--- src/rtl/moore4_pkg.sv ---
// Shared encodings and helpers for the four-state follower driver.
// Holds the follower state codes, the per-state hold codes, and the shortest-path hop table.
package moore4_pkg;

    typedef enum logic [1:0] {
        ST_A = 2'b00,
        ST_B = 2'b01,
        ST_C = 2'b10,
        ST_D = 2'b11
    } fstate_t;

    typedef enum logic {
        CTL_IDLE  = 1'b0,
        CTL_STEER = 1'b1
    } ctl_state_t;

    typedef struct packed {
        logic x;
        logic z;
    } xz_t;

    localparam xz_t HOLD_A = 2'b10;
    localparam xz_t HOLD_B = 2'b00;
    localparam xz_t HOLD_C = 2'b00;
    localparam xz_t HOLD_D = 2'b01;

    localparam int unsigned Y_LAG_MAX = 1;

    // Input code that keeps the follower parked in its current state.
    function automatic xz_t hold_code(input fstate_t s);
        hold_code = HOLD_A;
        case (s)
            ST_A: hold_code = HOLD_A;
            ST_B: hold_code = HOLD_B;
            ST_C: hold_code = HOLD_C;
            ST_D: hold_code = HOLD_D;
        endcase
    endfunction

    // First hop of the shortest route from s toward tgt (s != tgt).
    function automatic xz_t hop_code(input fstate_t s, input fstate_t tgt);
        hop_code = 2'b00;
        case (s)
            ST_A: hop_code = 2'b00;
            ST_B: hop_code = 2'b01;
            ST_C: hop_code = (tgt == ST_D) ? xz_t'(2'b01) : xz_t'(2'b10);
            ST_D: hop_code = 2'b00;
        endcase
    endfunction

endpackage

--- src/rtl/moore4_step.sv ---
// Combinational next-state and output function of the follower Moore machine.
module moore4_step
    import moore4_pkg::*;
(
    input  logic [1:0] i_state,
    input  logic       i_x,
    input  logic       i_z,
    output logic [1:0] o_next,
    output logic       o_y
);

    fstate_t    w_state;
    fstate_t    w_next;
    logic [1:0] w_xz;

    always_comb begin
        w_state = fstate_t'(i_state);
        w_xz    = {i_x, i_z};
        w_next  = w_state;
        case (w_state)
            ST_A: w_next = (w_xz == 2'b10) ? ST_A : ST_B;
            ST_B: w_next = (w_xz == 2'b00) ? ST_B : ST_C;
            ST_C: begin
                if (w_xz == 2'b00)      w_next = ST_C;
                else if (w_xz == 2'b01) w_next = ST_D;
                else                    w_next = ST_A;
            end
            ST_D: w_next = (w_xz == 2'b01) ? ST_D : ST_C;
        endcase
    end

    assign o_next = w_next;
    assign o_y    = (w_state == ST_C);

endmodule

--- src/rtl/moore4_driver.sv ---
// Steers an external four-state follower FSM to a commanded state via its x/z inputs.
// Optional y-output consistency checker enabled by defining MOORE4_CHECK_EN.
module moore4_driver
    import moore4_pkg::*;
#(
    parameter int unsigned Y_LAG = 1,
    parameter int unsigned ERR_W = 8
) (
    input  logic             clk,
    input  logic             rst,
    input  logic             cmd_valid,
    input  logic [1:0]       cmd_state,
    output logic             cmd_ready,
    output logic             x,
    output logic             z,
    input  logic             y,
    output logic [1:0]       cur_state,
    output logic             busy,
    output logic             done,
    output logic             mismatch,
    output logic [ERR_W-1:0] err_cnt
);

    localparam int unsigned LAG = (Y_LAG > Y_LAG_MAX) ? Y_LAG_MAX : Y_LAG;

    ctl_state_t r_state;
    ctl_state_t w_state_next;
    fstate_t    r_cur;
    fstate_t    r_tgt;
    fstate_t    w_tgt_next;
    fstate_t    w_cur_next;
    xz_t        r_xz;
    xz_t        w_xz_next;
    logic       r_done;
    logic       w_done_next;
    logic [1:0] w_step_next;
    logic       w_step_y;

    // Model of the follower, advanced by the x/z currently being driven.
    moore4_step u_step (
        .i_state (r_cur),
        .i_x     (r_xz.x),
        .i_z     (r_xz.z),
        .o_next  (w_step_next),
        .o_y     (w_step_y)
    );

    assign w_cur_next = fstate_t'(w_step_next);

    always_ff @(posedge clk or negedge rst) begin
        if (!rst) begin
            r_state <= CTL_IDLE;
        end else begin
            r_state <= w_state_next;
        end
    end

    // x/z are computed from the model's next state so they always match the state they drive.
    always_comb begin
        w_state_next = r_state;
        w_tgt_next   = r_tgt;
        w_done_next  = 1'b0;
        w_xz_next    = hold_code(w_cur_next);
        case (r_state)
            CTL_IDLE: begin
                if (cmd_valid) begin
                    w_state_next = CTL_STEER;
                    w_tgt_next   = fstate_t'(cmd_state);
                end
            end
            CTL_STEER: begin
                if (r_cur == r_tgt) begin
                    w_state_next = CTL_IDLE;
                    w_done_next  = 1'b1;
                end
            end
            default: w_state_next = CTL_IDLE;
        endcase
        if ((w_state_next == CTL_STEER) && (w_cur_next != w_tgt_next)) begin
            w_xz_next = hop_code(w_cur_next, w_tgt_next);
        end
    end

    always_ff @(posedge clk or negedge rst) begin
        if (!rst) begin
            r_cur  <= ST_A;
            r_tgt  <= ST_A;
            r_xz   <= HOLD_A;
            r_done <= 1'b0;
        end else begin
            r_cur  <= w_cur_next;
            r_tgt  <= w_tgt_next;
            r_xz   <= w_xz_next;
            r_done <= w_done_next;
        end
    end

    assign cmd_ready = (r_state == CTL_IDLE);
    assign busy      = (r_state == CTL_STEER);
    assign x         = r_xz.x;
    assign z         = r_xz.z;
    assign cur_state = r_cur;
    assign done      = r_done;

`ifdef MOORE4_CHECK_EN
    logic             r_y_d1;
    logic [1:0]       r_age;
    logic             r_mismatch;
    logic [ERR_W-1:0] r_err;
    logic             w_y_exp;
    logic             w_chk_on;
    logic             w_chk_fail;

    // Expected y is the model's y delayed by the follower's output lag.
    assign w_y_exp    = (LAG == 0) ? w_step_y : r_y_d1;
    assign w_chk_on   = (32'(r_age) >= LAG);
    assign w_chk_fail = w_chk_on && (y != w_y_exp);

    always_ff @(posedge clk or negedge rst) begin
        if (!rst) begin
            r_y_d1     <= 1'b0;
            r_age      <= 2'd0;
            r_mismatch <= 1'b0;
            r_err      <= '0;
        end else begin
            r_y_d1 <= w_step_y;
            if (r_age != 2'b11) begin
                r_age <= r_age + 2'd1;
            end
            if (w_chk_fail) begin
                r_mismatch <= 1'b1;
                if (r_err != {ERR_W{1'b1}}) begin
                    r_err <= r_err + ERR_W'(1);
                end
            end
        end
    end

    assign mismatch = r_mismatch;
    assign err_cnt  = r_err;
`else
    logic [2:0] w_unused_cfg;

    assign w_unused_cfg = {y, w_step_y, 1'(LAG)};
    assign mismatch     = 1'b0;
    assign err_cnt      = '0;
`endif

endmodule

--- config.mk ---
export PLATFORM = sky130hd
export DESIGN_NAME = moore4_driver
export DESIGN_NICKNAME = d
export VERILOG_FILES = /design/src/rtl/moore4_pkg.sv /design/src/rtl/moore4_step.sv /design/src/rtl/moore4_driver.sv
export SDC_FILE = /design/constraint.sdc
export NUM_CORES = 1
export LEC_CHECK = 0
export BUFFER_PORTS_ARGS = -buffer_cell sky130_fd_sc_hd__buf_2
export CAP_MARGIN = 40
export CORE_AREA = 3 3 40 42
export DETAILED_ROUTE_END_ITERATION = 8
export DIE_AREA = 0 0 43 45
export HOLD_SLACK_MARGIN = 0.15
export SLEW_MARGIN = 20
export SYNTH_ARGS = -nofsm -noshare
export SYNTH_HDL_FRONTEND = slang
export SYNTH_SLANG_ARGS = --single-unit
--- constraint.sdc ---
create_clock -name clk -period 1.6 [get_ports clk]
set_input_delay 0.32 -clock clk [delete_from_list [all_inputs] [get_ports clk]]
set_output_delay 0.32 -clock clk [all_outputs]
set_load 0.02 [all_outputs]
# Word level (Yosys, flattened, before mapping)
# Index checks and enable logic that the tools add are counted.
[word_totals]
ff_bits = 8
[op_classes]
n_mux = 17
n_eq_ne = 11
reduce_logical = 6
bitwise_logic = 1
[op_table]
columns = ["cell", "n"]
rows = [
  ["$mux W2", 7],
  ["$eq A2 B2 Y1 const B", 6],
  ["$pmux W2 S3", 2],
  ["$pmux W2 S4", 1],
  ["$eq A2 B1 Y1 const B", 3],
  ["$logic_not A2 Y1", 3],
  ["$mux W1", 6],
  ["$reduce_or A2 Y1", 2],
  ["$eq A2 B2 Y1", 1],
  ["$ne A2 B2 Y1", 1],
  ["$pmux W1 S2", 1],
  ["$logic_and A1 B1 Y1", 1],
  ["$not A1 Y1", 1],
]

# Logic depth before layout (Yosys ltp)
[logic_depth]
ltp_word = 8
mapped_depth = 5
ltp_nobuf = 5

# Modules after synthesis
# Synthesis repeated with hierarchy kept, for this count alone.
[unflattened]
hier_cells = 48
area_unflattened_um2 = 496.7
[modules_own_cells]
columns = ["mod", "n_inst", "area_per_inst_um2", "cells_each", "seq_area_each_um2"]
rows = [
  ["moore4_driver", 1, 447.9, 41, 201.4],
  ["moore4_step", 1, 48.8, 7, 0.0],
]

# Least setup slack after synthesis
# Ideal clock, no wire load.
[synth_path]
path_kind = "reg2reg"
start = "register r_state (netlist: busy)"
end = "register r_xz (netlist bit z)"
arrival_time_ns = 1.396
t_required_ns = 1.521
slack_ns = 0.125
stages_incl_launch_ff = 6
path_buffers = 0
setup_time_ns = 0.079
path_cell_list = "dfrtp_1 nor2b_2 mux2i_1 xnor2_1 o21ai_2 mux2i_1"
[synth_lines]
columns = ["item", "line_no", "rtl"]
rows = [
  ["from (decl)", "moore4_driver.sv:26", "ctl_state_t r_state;"],
  ["from (signal assigned)", "moore4_driver.sv:54", "r_state <= w_state_next;"],
  ["to (signal assigned)", "moore4_driver.sv:93", "r_xz <= w_xz_next;"],
  ["to (decl)", "moore4_driver.sv:32", "xz_t r_xz;"],
]

==> flow_metrics.py <==
metrics = {
    "run_status": {
        "status": "complete, no violations",
    },
    "route": {
        "dr.first_iter.drc_count": 3,
        "routedWlPerCell_um": 11.1,
        "routed_wl_um": 854,
        "ant_nets": 0,
        "drc": 0,
        "routed_via_count": 338,
        "route.detailed.vias_per_inst": 4.39,
        "dr.pass1.iters": 2,
    },
    "setup_path": {
        "critical_path_buf_inv_count": 0,
        "crit_path_end_kind": "register",
        "timing.reg2reg.worst_path_depth": 5,
        "critPathMaxFanout": 5,
        "timing.critical_path.mode_cell": "o21ai_2",
        "timing.critical_path.required_ns": 1.78,
        "timing.critical_path.cells": "mux2_4, o21ai_2, xnor2_1, o21ai_2, mux2i_1",
        "critical_path.endpoint": "z",
        "worst_ep_arrival_time_ns": 1.66,
        "worstSetupStartpointType": "register",
        "critPathSlowestCell": "dfrtp_1",
        "r2r_start": "z",
        "timing.reg2reg.setup_slack_ns": 0.11,
        "timing.critical_path.depth": 5,
        "crit_family": "multiplexers",
        "crit_path_start": "z",
        "critPathMaxStageDelay_ns": 0.42,
        "crit_type": "reg2reg",
        "regToRegEndpoint": "z",
    },
    "layout": {
        "drive_gt1_share_pct": 38.7,
        "antenna_cells_inserted": 0,
        "fillers": 134,
        "finish.cell_count_without_fillers": 77,
        "areaGrowthSynthToFinish_pct": 18.5,
        "fin_nets": 69,
    },
    "yosys": {
        "post_synth_top_flop": "dfrtp_1",
        "cell_taking_the_most_area_after_synthesis": "dfrtp_1",
        "postSynth.asyncResetShare_pct": 100,
        "synthesis.instances": 45,
        "ys_warn_count": 0,
        "synthTopCellsByArea": "dfrtp_1 37%, buf_4 14%, dfstp_2 5.5%, mux2i_1 4.2%, o21ai_2 3.7%",
        "synth_area_um2": 474,
        "synth_top_area_share_pct": 36.9,
        "post_synth.cell_area_avg_um2": 10.5,
        "synth.most_common_cell": "buf_4",
        "synth-seq-area-share_pct": 42.5,
        "top_cell_types_by_occurrence_after_synthesis": "9 x buf_4, 7 x dfrtp_1, 3 x inv_1",
        "synth_enable_flop_cells": 0,
        "ffs_latches_synth": 8,
        "synth.distinct_cells": 23,
    },
    "min_path": {
        "worstHoldPathType": "in2reg",
        "timing.hold.worst_path_depth": 3,
    },
    "sta": {
        "drv_slew": 0,
        "finalCriticalPeriod_ns": 1.49,
        "final.period_utilization_pct": 93.0,
        "tns_ns": 0,
        "timing.fmax_mhz": 672,
        "finalHoldViolations": 0,
        "fin_worst_skew_ns": 0.0115,
        "final-setup-viol-count": 0,
        "rsz0062_at_grt": "false",
    },
    "power": {
        "power.share.combinational_pct": 57.7,
        "pwr_density_mw_per_mm2": 2450,
        "portion_of_total_power_attributed_to_the_clock_network_pct": 12.6,
        "cellInternalPower_w": 0.000755,
        "swShare_pct": 45.1,
        "ir_drop_v": 0.000933,
        "p_sw_w": 0.000619,
        "leakage_nw": 0.283,
        "seq_power_share_pct": 29.7,
    },
    "clock_tree": {
        "number_of_h_tree_branching_levels": 1,
        "clk_root_buffer_cell": "clkbuf_4",
        "clock_insertion_delay_worst_skew_ns": 0.27,
        "cts_tree": "built",
        "tritoncts.num_buffers": 3,
        "worst_setup_hold_path_clk_slew_ns": 0.06,
        "clockBufferDepth": 2,
        "total_number_of_clock_tree_sinks": 8,
    },
    "floorplanning": {
        "core_footprint_mm2": 0.00128,
        "start_util_pct": 36.9,
        "dieWidth_um": 43,
        "row_cnt": 13,
        "io_pins": 22,
        "chipHeight_um": 45,
        "floorplan.die_area_mm2": 0.00194,
    },
    "placement": {
        "place_congestion": 0.718,
        "port_buffers": 11,
        "placed_cells": 72,
        "dp_hpwl_um": 669,
    },
    "grt": {
        "gr-usage-all-layers_pct": 10.9,
        "number_of_antenna_violations_at_the_first_check_in_global_routing": 0,
        "grt_pass1_wl_um": 1470,
        "vias_in_the_first_global_route": 353,
        "grt_start_max_net_pins": 9,
        "global_route.overflow_total": 0,
    },
    "run": {
        "drv.max_cap_violation_count": 0,
    },
}
-- worst min-delay path, stage by stage --
cell	delay, ns
buf_2	0.10
nor2_1	0.12
nor2_2	0.08
-- per-stage QoR --
step                total power (W)  setup WS [ns]  utilization, %  cell area (um2)  hold WS [ns]
finish                      0.00137          0.113            43.7              562         0.400
global route                0.00150        0.00733            43.7              562         0.426
CTS                         0.00139          0.104            43.7              562         0.390
detailed placement          0.00120          0.125            40.9              526         0.170
global placement            0.00119          0.133            40.9              526         0.171
floorplan                   0.00100          0.125               -              504        0.0244
-- registers in the layout, summed over array words and instances, names as in the netlist --
signal,cells
cur_state,2
r_tgt,2
busy,1
done,1
x,1
z,1
-- layout by cell type (no fill, tap or decap), drive strengths merged, types with 2 or more instances in the layout --
cell | netlist | routed
conb | 1 | 9
xnor2 | 2 | 2
nor2 | 3 | 3
mux2i | 3 | 3
clkbuf | 0 | 4
o21ai | 3 | 3
buf | 9 | 13
dfrtp | 7 | 7
inv | 3 | 3
xor2 | 2 | 2
a21oi | 2 | 2
-- final cells by class --
type | instances | area (um2) | share of cell area, %
well taps | 15 | 18.8 | 3.34
multi-input cells | 33 | 224 | 39.9
inverters | 3 | 11.3 | 2.00
flip-flops and latches | 8 | 201 | 35.9
clock buffers | 4 | 26.3 | 4.68
repair buffers | 14 | 80.1 | 14.3
-- how the worst min path moves through the flow --
stage,startpoint,end,slack (ns)
finish,cmd_valid,busy,0.40
global placement,rst,z,0.17
detailed placement,rst,z,0.17
floorplan,rst,busy,0.02
CTS,cmd_valid,busy,0.39
global route,rst,done,0.43
-- routing by layer --
layer / part of all wire [%] / GRT usage, % / routed length (um) / vias up
met5: 0 / 0 / 0 / -
met4: 3.4 / 10.8 / 29 / 0
met3: 6.9 / 2.79 / 59 / 4
met2: 54 / 18.3 / 462 / 12
met1: 35 / 10.8 / 303 / 159
li1: - / - / - / 163
-- timing repair --
item                                   CTS  global route
hold buffers                             1             0
gates resized for setup                  0             0
endpoints found under the hold margin    8             0
buffers inserted                         0             0
-- power groups by stage --
stage	logic [W]	registers [W]	clock network, W
2_1_floorplan	0.000522	0.000482	0
3_3_place_gp	0.000781	0.000412	0
3_5_place_dp	0.000790	0.000412	0
4_1_cts	0.000798	0.000411	0.000182
5_1_grt	0.000874	0.000430	0.000193
6_report	0.000792	0.000408	0.000174
-- cells by family (layout without fill, tap and decap cells) --
logic type | count (synthesis) | in the layout | share of synthesized area (%)
AOI/OAI and AO/OA | 7 | 7 | 10.6
xor gates and xnor gates | 4 | 4 | 7.39
buffers and inverters | 12 | 21 | 16.6
DFF | 8 | 8 | 42.5
muxes | 4 | 4 | 10.3
other | 1 | 9 | 0.791
and+or+nand+nor | 9 | 9 | 11.9
Power figures use the tool's default switching activity.
